==> src/rtl/sram_arbiter.sv <==
// sram_arbiter: shares one multi-cycle SRAM port between an instruction-fetch
// requester and a data (mem-stage) requester.
// Each access runs IDLE -> BUSY (ACCESS_LAT cycles) -> DONE (one-cycle ack).
// The ACCESS_LAT parameter is legal in the range 1..15.
// Optional feature macro: SRAM_ARB_RR_EN
//   undefined : fixed priority, the data port wins simultaneous requests
//   defined   : round-robin, the port not granted last wins simultaneous requests
module sram_arbiter #(
    parameter int ACCESS_LAT = 2
) (
    input  logic        clk,
    input  logic        rst,
    // fetch side
    input  logic        inst_req_i,
    input  logic [31:0] inst_addr_i,
    output logic [31:0] inst_rdata_o,
    output logic        inst_ack_o,
    output logic        inst_stall_o,
    // data side
    input  logic        data_req_i,
    input  logic        data_we_i,
    input  logic [3:0]  data_sel_i,
    input  logic [31:0] data_addr_i,
    input  logic [31:0] data_wdata_i,
    output logic [31:0] data_rdata_o,
    output logic        data_ack_o,
    output logic        data_stall_o,
    // shared SRAM
    output logic        sram_ce_o,
    output logic        sram_we_o,
    output logic [3:0]  sram_sel_o,
    output logic [31:0] sram_addr_o,
    output logic [31:0] sram_wdata_o,
    input  logic [31:0] sram_rdata_i
);

    typedef enum logic [1:0] {IDLE, BUSY, DONE} state_t;
    typedef enum logic {GNT_INST = 1'b0, GNT_DATA = 1'b1} grant_t;

    // The counter is loaded so that it reaches zero in the last BUSY cycle.
    localparam logic [3:0] LAT_LOAD = 4'(ACCESS_LAT - 1);

    state_t     state;
    grant_t     grant;
    logic [3:0] cnt;
    grant_t     winner;

`ifdef SRAM_ARB_RR_EN
    grant_t last_grant;

    // Round-robin pick: on a tie the port that did not win last time is served.
    always_comb begin
        winner = GNT_INST;
        if (inst_req_i && data_req_i)
            winner = (last_grant == GNT_DATA) ? GNT_INST : GNT_DATA;
        else if (data_req_i)
            winner = GNT_DATA;
    end

    // Remember the most recent grant; reset to INST so data wins the first tie.
    always_ff @(posedge clk) begin
        if (rst)
            last_grant <= GNT_INST;
        else if (state == IDLE && (inst_req_i || data_req_i))
            last_grant <= winner;
    end
`else
    // Fixed priority: a data request always beats a fetch request.
    always_comb begin
        winner = data_req_i ? GNT_DATA : GNT_INST;
    end
`endif

    // Stall while requesting and the access has not been acknowledged yet.
    assign inst_stall_o = inst_req_i & ~inst_ack_o;
    assign data_stall_o = data_req_i & ~data_ack_o;

    // Access sequencer: grant in IDLE, hold the SRAM bus in BUSY, ack in DONE.
    always_ff @(posedge clk) begin
        if (rst) begin
            state        <= IDLE;
            grant        <= GNT_INST;
            cnt          <= 4'd0;
            inst_rdata_o <= 32'd0;
            data_rdata_o <= 32'd0;
            inst_ack_o   <= 1'b0;
            data_ack_o   <= 1'b0;
            sram_ce_o    <= 1'b0;
            sram_we_o    <= 1'b0;
            sram_sel_o   <= 4'd0;
            sram_addr_o  <= 32'd0;
            sram_wdata_o <= 32'd0;
        end else begin
            // acks are single-cycle pulses
            inst_ack_o <= 1'b0;
            data_ack_o <= 1'b0;
            case (state)
                IDLE: begin
                    if (inst_req_i || data_req_i) begin
                        state     <= BUSY;
                        grant     <= winner;
                        cnt       <= LAT_LOAD;
                        sram_ce_o <= 1'b1;
                        if (winner == GNT_DATA) begin
                            sram_we_o    <= data_we_i;
                            sram_sel_o   <= data_sel_i;
                            sram_addr_o  <= data_addr_i;
                            sram_wdata_o <= data_wdata_i;
                        end else begin
                            // fetches are always full-word reads
                            sram_we_o    <= 1'b0;
                            sram_sel_o   <= 4'b1111;
                            sram_addr_o  <= inst_addr_i;
                            sram_wdata_o <= 32'd0;
                        end
                    end
                end
                BUSY: begin
                    if (cnt == 4'd0) begin
                        state        <= DONE;
                        sram_ce_o    <= 1'b0;
                        sram_we_o    <= 1'b0;
                        sram_sel_o   <= 4'd0;
                        sram_addr_o  <= 32'd0;
                        sram_wdata_o <= 32'd0;
                        if (grant == GNT_DATA) begin
                            data_ack_o <= 1'b1;
                            // writes leave the previously read word in place
                            if (!sram_we_o)
                                data_rdata_o <= sram_rdata_i;
                        end else begin
                            inst_ack_o   <= 1'b1;
                            inst_rdata_o <= sram_rdata_i;
                        end
                    end else begin
                        cnt <= cnt - 4'd1;
                    end
                end
                DONE: begin
                    state <= IDLE;
                end
                default: begin
                    state <= IDLE;
                end
            endcase
        end
    end

endmodule

==> config.mk <==
export PLATFORM = sky130hd
export DESIGN_NAME = sram_arbiter
export DESIGN_NICKNAME = d
export VERILOG_FILES = /design/src/rtl/sram_arbiter.sv
export SDC_FILE = /design/constraint.sdc
export NUM_CORES = 1
export LEC_CHECK = 0
export ABC_AREA = 1
export BUFFER_PORTS_ARGS = -buffer_cell sky130_fd_sc_hd__buf_2
export CORE_MARGIN = 2
export CORE_UTILIZATION = 45
export CTS_BUF_LIST = sky130_fd_sc_hd__clkbuf_2 sky130_fd_sc_hd__clkbuf_4 sky130_fd_sc_hd__clkbuf_8
export CTS_CLUSTER_SIZE = 40
export DETAILED_ROUTE_END_ITERATION = 7
export PLACE_DENSITY_LB_ADDON = 0.08
export REMOVE_ABC_BUFFERS = 1
export SYNTH_ARGS = -nofsm -noshare
export SYNTH_HDL_FRONTEND = slang
export SYNTH_SLANG_ARGS = --single-unit
==> constraint.sdc <==
create_clock -name clk -period 3.9 [get_ports clk]
set_input_delay 0.39 -clock clk [delete_from_list [all_inputs] [get_ports clk]]
set_output_delay 0.39 -clock clk [all_outputs]
set_load 0.005 [all_outputs]
**After elaboration in Yosys (flattened, before gate mapping)**

Index checks and enable logic that the tools add are counted.

- Register bits: 143
- Bits of input ports: 137
- Output and inout port bits: 138
- Word-level logic and storage cells: 62

- Add/subtract/negate cells: 1
- Equality and inequality tests: 4
- Mux-type cells: 26
- Bitwise operators: 8
- Reductions and logical operators: 11

Operators by type and width:

| kind | number |
|---|---|
| $mux 32 | 5 |
| $pmux 32 s2 | 2 |
| $mux 4 | 5 |
| $pmux 4 s2 | 2 |
| $reduce_and 3->1 | 3 |
| $mux 1 | 7 |
| $ne 2x2->1 const B | 3 |
| $not 1->1 | 6 |
| $logic_not 4->1 | 1 |
| $mux 2 | 2 |
| $pmux 1 s2 | 2 |
| $pmux 2 s2 | 1 |
| $reduce_and 2->1 | 2 |
| $reduce_and 4->1 | 1 |
| $sub 4x1->4 const B | 1 |
| $reduce_or 3->1 | 1 |
| $and 1x1->1 | 2 |
| $eq 2x1->1 const B | 1 |
| $logic_not 2->1 | 1 |
| $reduce_bool 2->1 | 1 |
| $logic_or 1x1->1 | 1 |

**Longest topological paths before layout**

Gate-level depths: netlist of the first run.

- Depth in word-level cells: 4
- Gate-level depth with buffers: 9
- Depth with buffers taken out: 9

**Worst setup path after synthesis of the first run**

No wires, ideal clock.

- Kind: flip-flop to flip-flop
- From: register cnt[0]
- To: register inst_rdata_o[20]
- Library setup time: 116 ps
- Arrival time: 1,296 ps
- Data required time: 3,784 ps
- Setup slack: 2,488 ps
- Stages on the path, launching flop included: 9
- Buffers on the path: 1
- Period minus slack after synthesis: 1,412 ps
- Cell sequence: dfxtp_1 -> inv_1 -> ha_1 -> nand2_1 -> nor2_4 -> nand2_2 -> clkbuf_1 -> o21ai_0 -> nor2_1

- Longest elaborated chain between the ends: 2

Ends and longest elaborated chain:

| what | line | source |
|---|---|---|
| from (decl) | 45 | `logic [3:0] cnt;` |
| from (signal assigned) | 136 | `cnt <= cnt - 4'd1;` |
| $logic_not 4->1 | 119 | `if (cnt == 4'd0) begin` |
| $reduce_and 3->1 (no line) | -- |  |
| to (signal assigned) | 133 | `inst_rdata_o <= sram_rdata_i;` |
| to (decl) | 16 | `output logic [31:0] inst_rdata_o,` |

Every way passes these cells.
A chain may end at the register's enable or synchronous reset.

**Worst setup path in the final report of the first run**

- From: register cnt[0]
- To: register data_rdata_o[18]

- Longest elaborated chain between the ends: 2

Ends and longest elaborated chain:

| what | line | source |
|---|---|---|
| $logic_not 4->1 | 119 |  |
| $reduce_and 4->1 (no line) | -- |  |
| to (signal assigned) | 130 | `data_rdata_o <= sram_rdata_i;` |
| to (decl) | 25 | `output logic [31:0] data_rdata_o,` |

Every way passes these cells.

==> impl_metrics.ini, run 1 <==
[status]
status = finished clean

[clocking]
cts_buffer_depth = 2
clk_latency_ns = 0.44
cts_hold_buf = 0
clock_sinks = 143
cts-buffers-inserted = 17
post_cts_buffers = 0
tritoncts = built
clk_pin_slew_worst_paths_ns = 0.07
htree_levels = 4
postCtsResizedCells = 0
cts-root-buf = clkbuf_8

[cells_and_area]
final_common_cell = buf_2
final-instance-count-excl-fill = 1132
fill_cells = 1178
layout_common_cells = 274 x buf_2, 182 x nor2_1, 143 x dfxtp_1
drive_gt1_share_pct = 32.4
fin_nets = 1112
syn2layout_area_growth_pct = 32.9
fin_area_um2 = 7180
antenna_cells = 0

[placed_design]
place.gp.congestion = 0.788
dp_hpwl_um = 10400
io_buffers = 274
dp.cells = 1101
placed_cell_area_um2 = 6760

[sta]
finalSetupTns_ns = 0
fin_skew_ns = 0.00925
timing.final.crit_share_pct = 61.8
finalHoldViolations = 0
max-slew-margin-rel_pct = 25.5
tightest_slew_ns = 1.12
setup_viol = 0
rsz0062_at_grt = false
finalCriticalPeriod_ns = 2.41
slew_viol_final = 0
max_freq_mhz = 415

[floorplan]
coreArea_um2 = 11900
io_pins = 275
dieWidth_um = 114
fp-row-count = 40
initial_utilization_pct = 45.6
die_h_um = 114
die_area_um2 = 12900

[logic_synthesis]
ys_warn_count = 0
synth_top_area_cell = dfxtp_1
synth_cells = 723
synth_top_family_by_area = simple AND/OR/NAND/NOR gates
syn_area_um2 = 5410
synth_cell_types = 19
syn_area_per_cell_um2 = 7.48
ys_seq_elements = 143
synth_top_area_share_pct = 53.0
muxShareOfSynthArea_pct = 0
synthAdderAreaFrac_pct = 0.463
synth-xor-area-share_pct = 0
synth-compound-area-share_pct = 15.0
ys_seq_area_share_pct = 53.0
synth_area_leaders = dfxtp_1 53%, nor2_1 13%, o21ai_0 11%
yosys.area_share.simple_pct = 24.0

[setup_path]
slowest_stage = inv_1
cp.arrival_ns = 2.79
critPathMaxFanout = 33
path_cells = inv_1 > ha_1 > nand2_1 > nor2_4 > nand2_2 > inv_1 > buf_4 > nor2_1 > nor2_1
critPathRequiredTime_ns = 4.28
crit_path_start_kind = flip-flop
end_kind = flip-flop
critical_path_class = flip-flop to flip-flop
max_stage_delay_ns = 0.57

[grt]
grt_first_pass_wirelength_um = 23300
gr-total-overflow = 0
antenna_found_initial = 0
gr-usage-all-layers_pct = 22.9
grt_pass1_vias = 4698
grt_max_degree = 66

[detailed_routing]
viasPerCell = 4.72
drcViolationCount = 0
wirelength_um = 15000
dr.pass1.iters = 4
detail-route-antenna-nets = 0
post_drt_wl_per_cell_um = 13.3
drt_iter0_markers = 288
via_count = 5338

[power]
power-per-cell-area_nw_per_um2 = 509
peakVddDrop_mv = 0.255
leakagePower_nw = 3.64

[worst_hold_path]
hold_path_class = input port to flip-flop

[flow_run]
max-cap-violations = 0
-- registers in the layout, summed over array words and instances (netlist names), 2 cells and up --
| signal | cells |
|---|---|
| data_rdata_o | 32 |
| sram_addr_o | 32 |
| sram_wdata_o | 32 |
| cnt | 4 |
| state | 2 |
| inst_rdata_o | 32 |
| sram_sel_o | 4 |
-- power by group --
group	internal, mW	switching, mW	leakage [nW]
sequential	1.62	0.0754	1.17
clock	0.723	0.523	0.224
combinational	0.286	0.430	2.25
total	2.63	1.03	3.64
-- layer usage --
layer	vias to the layer above	share of wire (%)	GRT usage [%]	routed length, um
met5	-	0	0	0
met4	0	1.2	8.05	179
met3	13	8.3	8.02	1250
met2	196	48	38.0	7160
met1	2334	43	27.7	6450
li1	2795	-	-	-
-- critical path, delay by kind of cell, from the launching register on --
family / cells / cell delay, ns
fa+ha+maj: 1 / 0.16
buf+inv: 3 / 1.00
flops: 1 / 0.31
simple gates: 5 / 0.86
-- synthesized netlist by cell type --
master      n
nand2_2     2
ha_1        2
nor2_1    182
nor3_1      2
buf_4      11
a21oi_1    38
inv_4       1
dfxtp_1   143
nor2_8      1
clkbuf_1   26
buf_2       9
nand3_1    34
inv_1      43
o21ai_4     1
nand2_1   101
o21ai_1     2
nor2_4      2
inv_2       4
o21ai_0   119
-- final timing paths --
kind / start / endpoint / slack (ns) / cells past startpoint
worst min register to register: sram_addr_o[31]$_SDFFE_PP0P_ / sram_addr_o[31]$_SDFFE_PP0P_ / 0.46 / 2
worst min-delay path: data_wdata_i[5] / sram_wdata_o[5]$_SDFFE_PP0P_ / 0.18 / 3
worst max-delay path: cnt[0]$_SDFFE_PP0P_ / data_rdata_o[18]$_SDFFE_PP0P_ / 1.49 / 9
worst max register to register: cnt[0]$_SDFFE_PP0P_ / data_rdata_o[18]$_SDFFE_PP0P_ / 1.49 / 9
-- cells by family (layout without fill, tap and decap cells) --
group           after synthesis  in the layout
compound gates              160            160
fa+ha+maj                     2              2
buf+inv                      94            356
flops                       143            143
simple gates                324            324
-- layout make-up --
type / count / area, um2 / area share, %
Clock inverter: 6 / 105 / 1.46
Sequential cell: 143 / 2860 / 39.9
Clock buffer: 25 / 319 / 4.44
Tap cell: 147 / 184 / 2.56
Timing Repair Buffer: 277 / 1390 / 19.4
Multi-Input combinational cell: 486 / 2130 / 29.7
Inverter: 48 / 183 / 2.54
-- stage by stage --
stage | util [%] | hold slack, ns | total power [mW] | setup WS (ns)
floorplan | - | 0.419 | 2.10 | 2.05
global placement | 57.0 | 0.430 | 2.44 | 1.36
detailed placement | 57.0 | 0.441 | 2.45 | 1.30
CTS | 60.5 | 0.154 | 3.69 | 1.42
global route | 60.5 | 0.151 | 3.88 | 1.23
finish | 60.5 | 0.181 | 3.66 | 1.49
Note: power is estimated with default switching activity, not from simulation.
==> inputs of run 2 (changes only) <==
==> constraint.sdc (replaced) <==
create_clock -name clk -period 2.4 [get_ports clk]
set_input_delay 0.24 -clock clk [delete_from_list [all_inputs] [get_ports clk]]
set_output_delay 0.24 -clock clk [all_outputs]
set_load 0.005 [all_outputs]
==> run 2 against run 1 <==
Compared with the run above:
- first-iteration DRC count is 9.7% higher
- non-clock buffer count is 6 higher
- setup slack worse by 0.81 ns
- power is 69% higher
- clock skew is 0.0024 ns lower
- hold slack worse by 0.13 ns
- register-to-register slack worse by 0.81 ns
==> impl_metrics.ini, run 2 (synthesis gave the netlist of run 1 again) <==
[setup_path]
critPathMaxFanout = 20
max_stage_delay_ns = 0.31
reg2reg_slack_ns = 0.68
path_cells = inv_1 > ha_1 > nand2_1 > nor2_4 > nand2_2 > inv_1 > buf_4 > nor2_1 > nor2_1
critPathRequiredTime_ns = 2.77
end_kind = flip-flop
slowest_stage = dfxtp_1
crit_path_start_kind = flip-flop
cpLargestDelayFamily = simple AND/OR/NAND/NOR gates
critical_path_class = flip-flop to flip-flop
cp.buffers_inverters = 3
cp.arrival_ns = 2.09

[clocking]
htree_levels = 4
cts_hold_buf = 0
clock_sinks = 143
postCtsResizedCells = 0
cts-root-buf = clkbuf_8
cts-buffers-inserted = 17
clk_pin_slew_worst_paths_ns = 0.08
cts_buffer_depth = 2
clk_latency_ns = 0.43
tritoncts = built
post_cts_buffers = 0

[floorplan]
io_pins = 275
dieWidth_um = 114
fp-row-count = 40
die_h_um = 114
die_area_um2 = 12900
coreArea_um2 = 11900
initial_utilization_pct = 45.6

[worst_hold_path]
hold_path_class = input port to flip-flop

[detailed_routing]
via_count = 5347
drcViolationCount = 0
viasPerCell = 4.69
drt_iter0_markers = 316
detail-route-antenna-nets = 0
post_drt_wl_per_cell_um = 13.2
wirelength_um = 15100
dr.pass1.iters = 4

[grt]
gr-usage-all-layers_pct = 23.2
antenna_found_initial = 1
grt_first_pass_wirelength_um = 23800
grt_max_degree = 66
grt_pass1_vias = 4795
gr-total-overflow = 0

[cells_and_area]
final-instance-count-excl-fill = 1141
layout_common_cells = 274 x buf_2, 182 x nor2_1, 143 x dfxtp_1
multi_input_area_um2 = 2130
fill_cells = 1200
final_common_cell = buf_2
fin_nets = 1118
seq_area_um2 = 2860
drive_gt1_share_pct = 32.9
syn2layout_area_growth_pct = 34.8

[power]
peakVddDrop_mv = 0.449
power-per-cell-area_nw_per_um2 = 850
leakagePower_nw = 3.69

[sta]
setup_viol = 0
max_freq_mhz = 582
tightest_slew_ns = 0.804
rsz0062_at_grt = false
finalHoldViolations = 0
max-slew-margin-rel_pct = 46.3
slew_viol_final = 0
finalCriticalPeriod_ns = 1.72
finalSetupTns_ns = 0
timing.final.crit_share_pct = 71.6
fin_skew_ns = 0.00688

[placed_design]
place.gp.congestion = 0.796
dp.cells = 1107
dp_hpwl_um = 10600
io_buffers = 274

[flow_run]
max-cap-violations = 0

[status]
status = finished clean
==> run 2: routing by layer <==
metal | part of all wire [%] | up-vias | track usage [%] | routed length, um
met3 | 8.6 | 21 | 8.77 | 1290
met5 | 0 | - | 0 | 0
met2 | 47 | 195 | 38.2 | 7030
met4 | 1.8 | 0 | 8.05 | 275
met1 | 43 | 2320 | 28.1 | 6490
li1 | - | 2811 | - | -
==> run 2: path summary, 6_finish.rpt <==
path,end,cells after the start,startpoint
worst max register to register,data_rdata_o[28]$_SDFFE_PP0P_,9,cnt[0]$_SDFFE_PP0P_
worst min register to register,grant$_SDFFE_PP0P_,2,grant$_SDFFE_PP0P_
worst min-delay path,sram_wdata_o[5]$_SDFFE_PP0P_,3,data_wdata_i[5]
worst max-delay path,data_rdata_o[28]$_SDFFE_PP0P_,9,cnt[0]$_SDFFE_PP0P_
==> run 2: through the flow <==
step | utilization, % | power, mW | hold slack, ns | cell area (um2) | worst slack [ns]
after floorplan | - | 3.42 | 0.309 | 5180 | 0.550
after global placement | 57.4 | 3.98 | 0.431 | 6800 | 0.709
after detailed placement | 57.4 | 3.99 | 0.441 | 6800 | 0.679
after CTS | 61.4 | 6.27 | 0.0177 | 7280 | 0.654
after global routing | 61.4 | 6.58 | 0.0243 | 7280 | 0.442
final | 61.4 | 6.19 | 0.0477 | 7290 | 0.681
==> run 2: cell type report <==
| cell class | count | area share, % |
|---|---|---|
| inverters | 48 | 2.51 |
| clock buffers | 18 | 3.31 |
| well taps | 147 | 2.52 |
| multi-input cells | 486 | 29.3 |
| clock inverters | 14 | 3.26 |
| repair buffers | 283 | 19.7 |
| diodes | 2 | 0.0687 |
| flip-flops and latches | 143 | 39.3 |
==> run 2: report_power, final <==
part | leakage [nW] | total, mW | internal (mW) | switching, mW
sequential | 1.17 | 2.75 | 2.63 | 0.121
combinational | 2.28 | 1.17 | 0.475 | 0.697
clock | 0.241 | 2.27 | 1.36 | 0.911
==> run 2: worst min-delay path: stages <==
cell     delay (ns)
buf_2          0.09
inv_1          0.04
o21ai_1        0.06
==> inputs of run 3 (changes only) <==
--- a/config.mk
+++ b/config.mk
@@ -5,10 +5,10 @@
 export SDC_FILE = /design/constraint.sdc
 export NUM_CORES = 1
 export LEC_CHECK = 0
-export ABC_AREA = 1
+export ABC_AREA = 0
 export BUFFER_PORTS_ARGS = -buffer_cell sky130_fd_sc_hd__buf_2
 export CORE_MARGIN = 2
-export CORE_UTILIZATION = 45
+export CORE_UTILIZATION = 43
 export CTS_BUF_LIST = sky130_fd_sc_hd__clkbuf_2 sky130_fd_sc_hd__clkbuf_4 sky130_fd_sc_hd__clkbuf_8
 export CTS_CLUSTER_SIZE = 40
 export DETAILED_ROUTE_END_ITERATION = 7
==> constraint.sdc (replaced) <==
create_clock -name clk -period 1.5 [get_ports clk]
set_input_delay 0.15 -clock clk [delete_from_list [all_inputs] [get_ports clk]]
set_output_delay 0.15 -clock clk [all_outputs]
set_load 0.005 [all_outputs]
==> run 3 against run 2 <==
Compared with the run above:
- the flow now finishes with violations (negative setup slack)
- first-iteration DRC count unchanged
- hold slack gained 0.035 ns
- global-route usage grew 2.4 points
- wire length grew 40%
- power is 61% higher
- register-to-register slack got worse by 0.90 ns
- clock skew increased by 0.0012 ns
- largest power group unchanged
- highest routed layer unchanged
==> impl_metrics.ini, run 3 <==
[power]
leakagePower_nw = 4.45
finalPower_mw = 9.96
peakVddDrop_mv = 0.617
power-per-cell-area_nw_per_um2 = 1050

[detailed_routing]
wirelength_um = 21200
viasPerCell = 5.33
detail-route-antenna-nets = 0
dr.pass1.iters = 4
drcViolationCount = 0
drt_iter0_markers = 316
via_count = 5799
post_drt_wl_per_cell_um = 19.5

[logic_synthesis]
synth_area_leaders = dfxtp_1 52%, a31o_2 9.7%, nor3_1 5.9%
yosysMostFrequentCell = dfxtp_1
synthArstFlopShare_pct = 0
syn_area_um2 = 5480
synth_top_area_cell = dfxtp_1
synth_cell_types = 37
ys_seq_elements = 143
synth_edf_count = 0
synth_flop_cell = dfxtp_1
syn_area_per_cell_um2 = 10.8
synth_top_area_share_pct = 52.2
synth_cells = 508
ys_warn_count = 0
ys_seq_area_share_pct = 52.2
synth_commonest_cells = 143 x dfxtp_1, 65 x nor3_1, 61 x a31o_2, 35 x o2bb2ai_1

[worst_hold_path]
hold_path_class = input port to flip-flop
min_path_cells = 3

[grt]
grt_pass1_vias = 5490
grt_max_degree = 49
gr-usage-all-layers_pct = 25.7
gr-total-overflow = 0
antenna_found_initial = 1
grt_first_pass_wirelength_um = 27100

[setup_path]
cp.arrival_ns = 2.06
critical_path_class = flip-flop to flip-flop
end_kind = flip-flop
cp.buffers_inverters = 2
cpLargestDelayFamily = simple AND/OR/NAND/NOR gates
slowest_stage = or3b_4
cp.depth = 5
max_stage_delay_ns = 0.44
rr_worst_depth = 5
path_cells = or3b_4 > buf_4 > or2_4 > buf_12 > a31o_2
critPathMaxFanout = 24
critPathRequiredTime_ns = 1.84
crit_path_start_kind = flip-flop

[placed_design]
io_buffers = 274
place.gp.congestion = 0.807
dp_hpwl_um = 11000
placed_cell_area_um2 = 7140

[cells_and_area]
fin_nets = 1041
drive_gt1_share_pct = 53.0
final_common_cell = buf_2
syn2layout_area_growth_pct = 73.2
multi_input_area_um2 = 2970
layout_common_cells = 275 x buf_2, 139 x dfxtp_1, 100 x dlygate4sd3_1
seq_area_um2 = 2870
postLayoutCoreUtil_pct = 75.9
fin_area_um2 = 9500
fill_cells = 847

[clocking]
clock_sinks = 143
cts-buffers-inserted = 17
cts-root-buf = clkbuf_8
htree_levels = 4
cts_buffer_depth = 2
tritoncts = built
clk_latency_ns = 0.45
clk_pin_slew_worst_paths_ns = 0.08

[status]
status = finished with violations
violations = negative setup slack

[floorplan]
io_pins = 275
fp-row-count = 41
initial_utilization_pct = 43.8
die_area_um2 = 13700
dieWidth_um = 117
die_h_um = 117
coreArea_um2 = 12500

[sta]
max_freq_mhz = 581
tightest_slew_ns = 0.587
setup_viol = 136
timing.final.crit_share_pct = 115
finalCriticalPeriod_ns = 1.72
slew_viol_final = 0
finalHoldViolations = 0
rsz0062_at_grt = true
setup_ws_ns = -0.220
fin_skew_ns = 0.00812
finalSetupTns_ns = -22.15
max-slew-margin-rel_pct = 60.9

[flow_run]
max-cap-violations = 0
[run 3: cell count changes in the layout (fill, tap and decap cells not counted), moves of 36 or more]
cell	before	now
o21ai_0	119	1
a31o_2	0	42
nand2_1	101	1
dlygate4sd3_1	0	100
nor3_1	2	63
a21oi_1	38	2
inv_1	43	2
nor2_1	182	10
[run 3: per-stage QoR]
step | instances | hold WS, ns | worst slack, ns
2_1_floorplan | 455 | 0.219 | -1.39
3_3_place_gp | 937 | 0.358 | -0.227
3_5_place_dp | 937 | 0.361 | -0.268
4_1_cts | 1072 | 0.00212 | -0.205
5_1_grt | 1087 | 0.0714 | -0.268
6_report | 1087 | 0.0825 | -0.220
[run 3: repair_timing]
| item | in CTS | in global routing |
|---|---|---|
| gates resized for setup | 24 | 79 |
| buffers inserted | 3 | 6 |
| pin swaps | 7 | 16 |
| endpoints found under the setup margin | 138 | 140 |
| hold buffers | 100 | 0 |
| gates cloned | 1 | 10 |
| hold endpoints to repair | 69 | 0 |
[run 3: per-layer routing]
metal / vias up / global-route usage (%) / part of all wire [%]
li1: 2703 / - / -
met1: 2799 / 29.2 / 39
met2: 233 / 43.6 / 51
met3: 64 / 7.16 / 5.9
met4: 0 / 14.3 / 4.2
met5: - / 0 / 0
[run 3: worst paths after layout]
kind / slack, ns / end / start
worst max-delay path: -0.22 / inst_rdata_o[31]$_SDFFE_PP0P_ / state[1]$_SDFFE_PP0P_
worst min-delay path: 0.08 / sram_addr_o[12]$_SDFFE_PP0P_ / data_addr_i[12]
worst max register to register: -0.22 / inst_rdata_o[31]$_SDFFE_PP0P_ / state[1]$_SDFFE_PP0P_
worst min register to register: 0.47 / sram_addr_o[28]$_SDFFE_PP0P_ / sram_addr_o[28]$_SDFFE_PP0P_
[run 3: kinds of logic (layout without fill, tap and decap cells)]
kind of cell               after synthesis  after routing  share of synthesized area, %
muxes                                   33             33                          6.05
buffers and inverters                   58            463                          5.52
adders and majority gates                2              2                         0.456
DFF                                    143            143                          52.2
other                                    0              1                             0
and+or+nand+nor                        126            126                          12.7
AOI/OAI and AO/OA                      146            147                          23.1
[run 3: cell type report]
class | count | share of cell area, %
multi-input cells | 308 | 31.3
clock inverters | 5 | 0.817
inverters | 5 | 0.198
flip-flops and latches | 143 | 30.2
well taps | 172 | 2.27
diodes | 1 | 0.0264
repair buffers | 427 | 31.7
clock buffers | 26 | 3.50
[run 3: tightest hold or removal path: stages]
cell and delay (ns):
buf_2 0.10, mux2i_1 0.12, o2bb2ai_4 0.12
[run 3: power breakdown]
part           internal, mW  switching, mW
registers              4.10          0.201
clock network          1.76           1.40
logic                  1.29           1.21
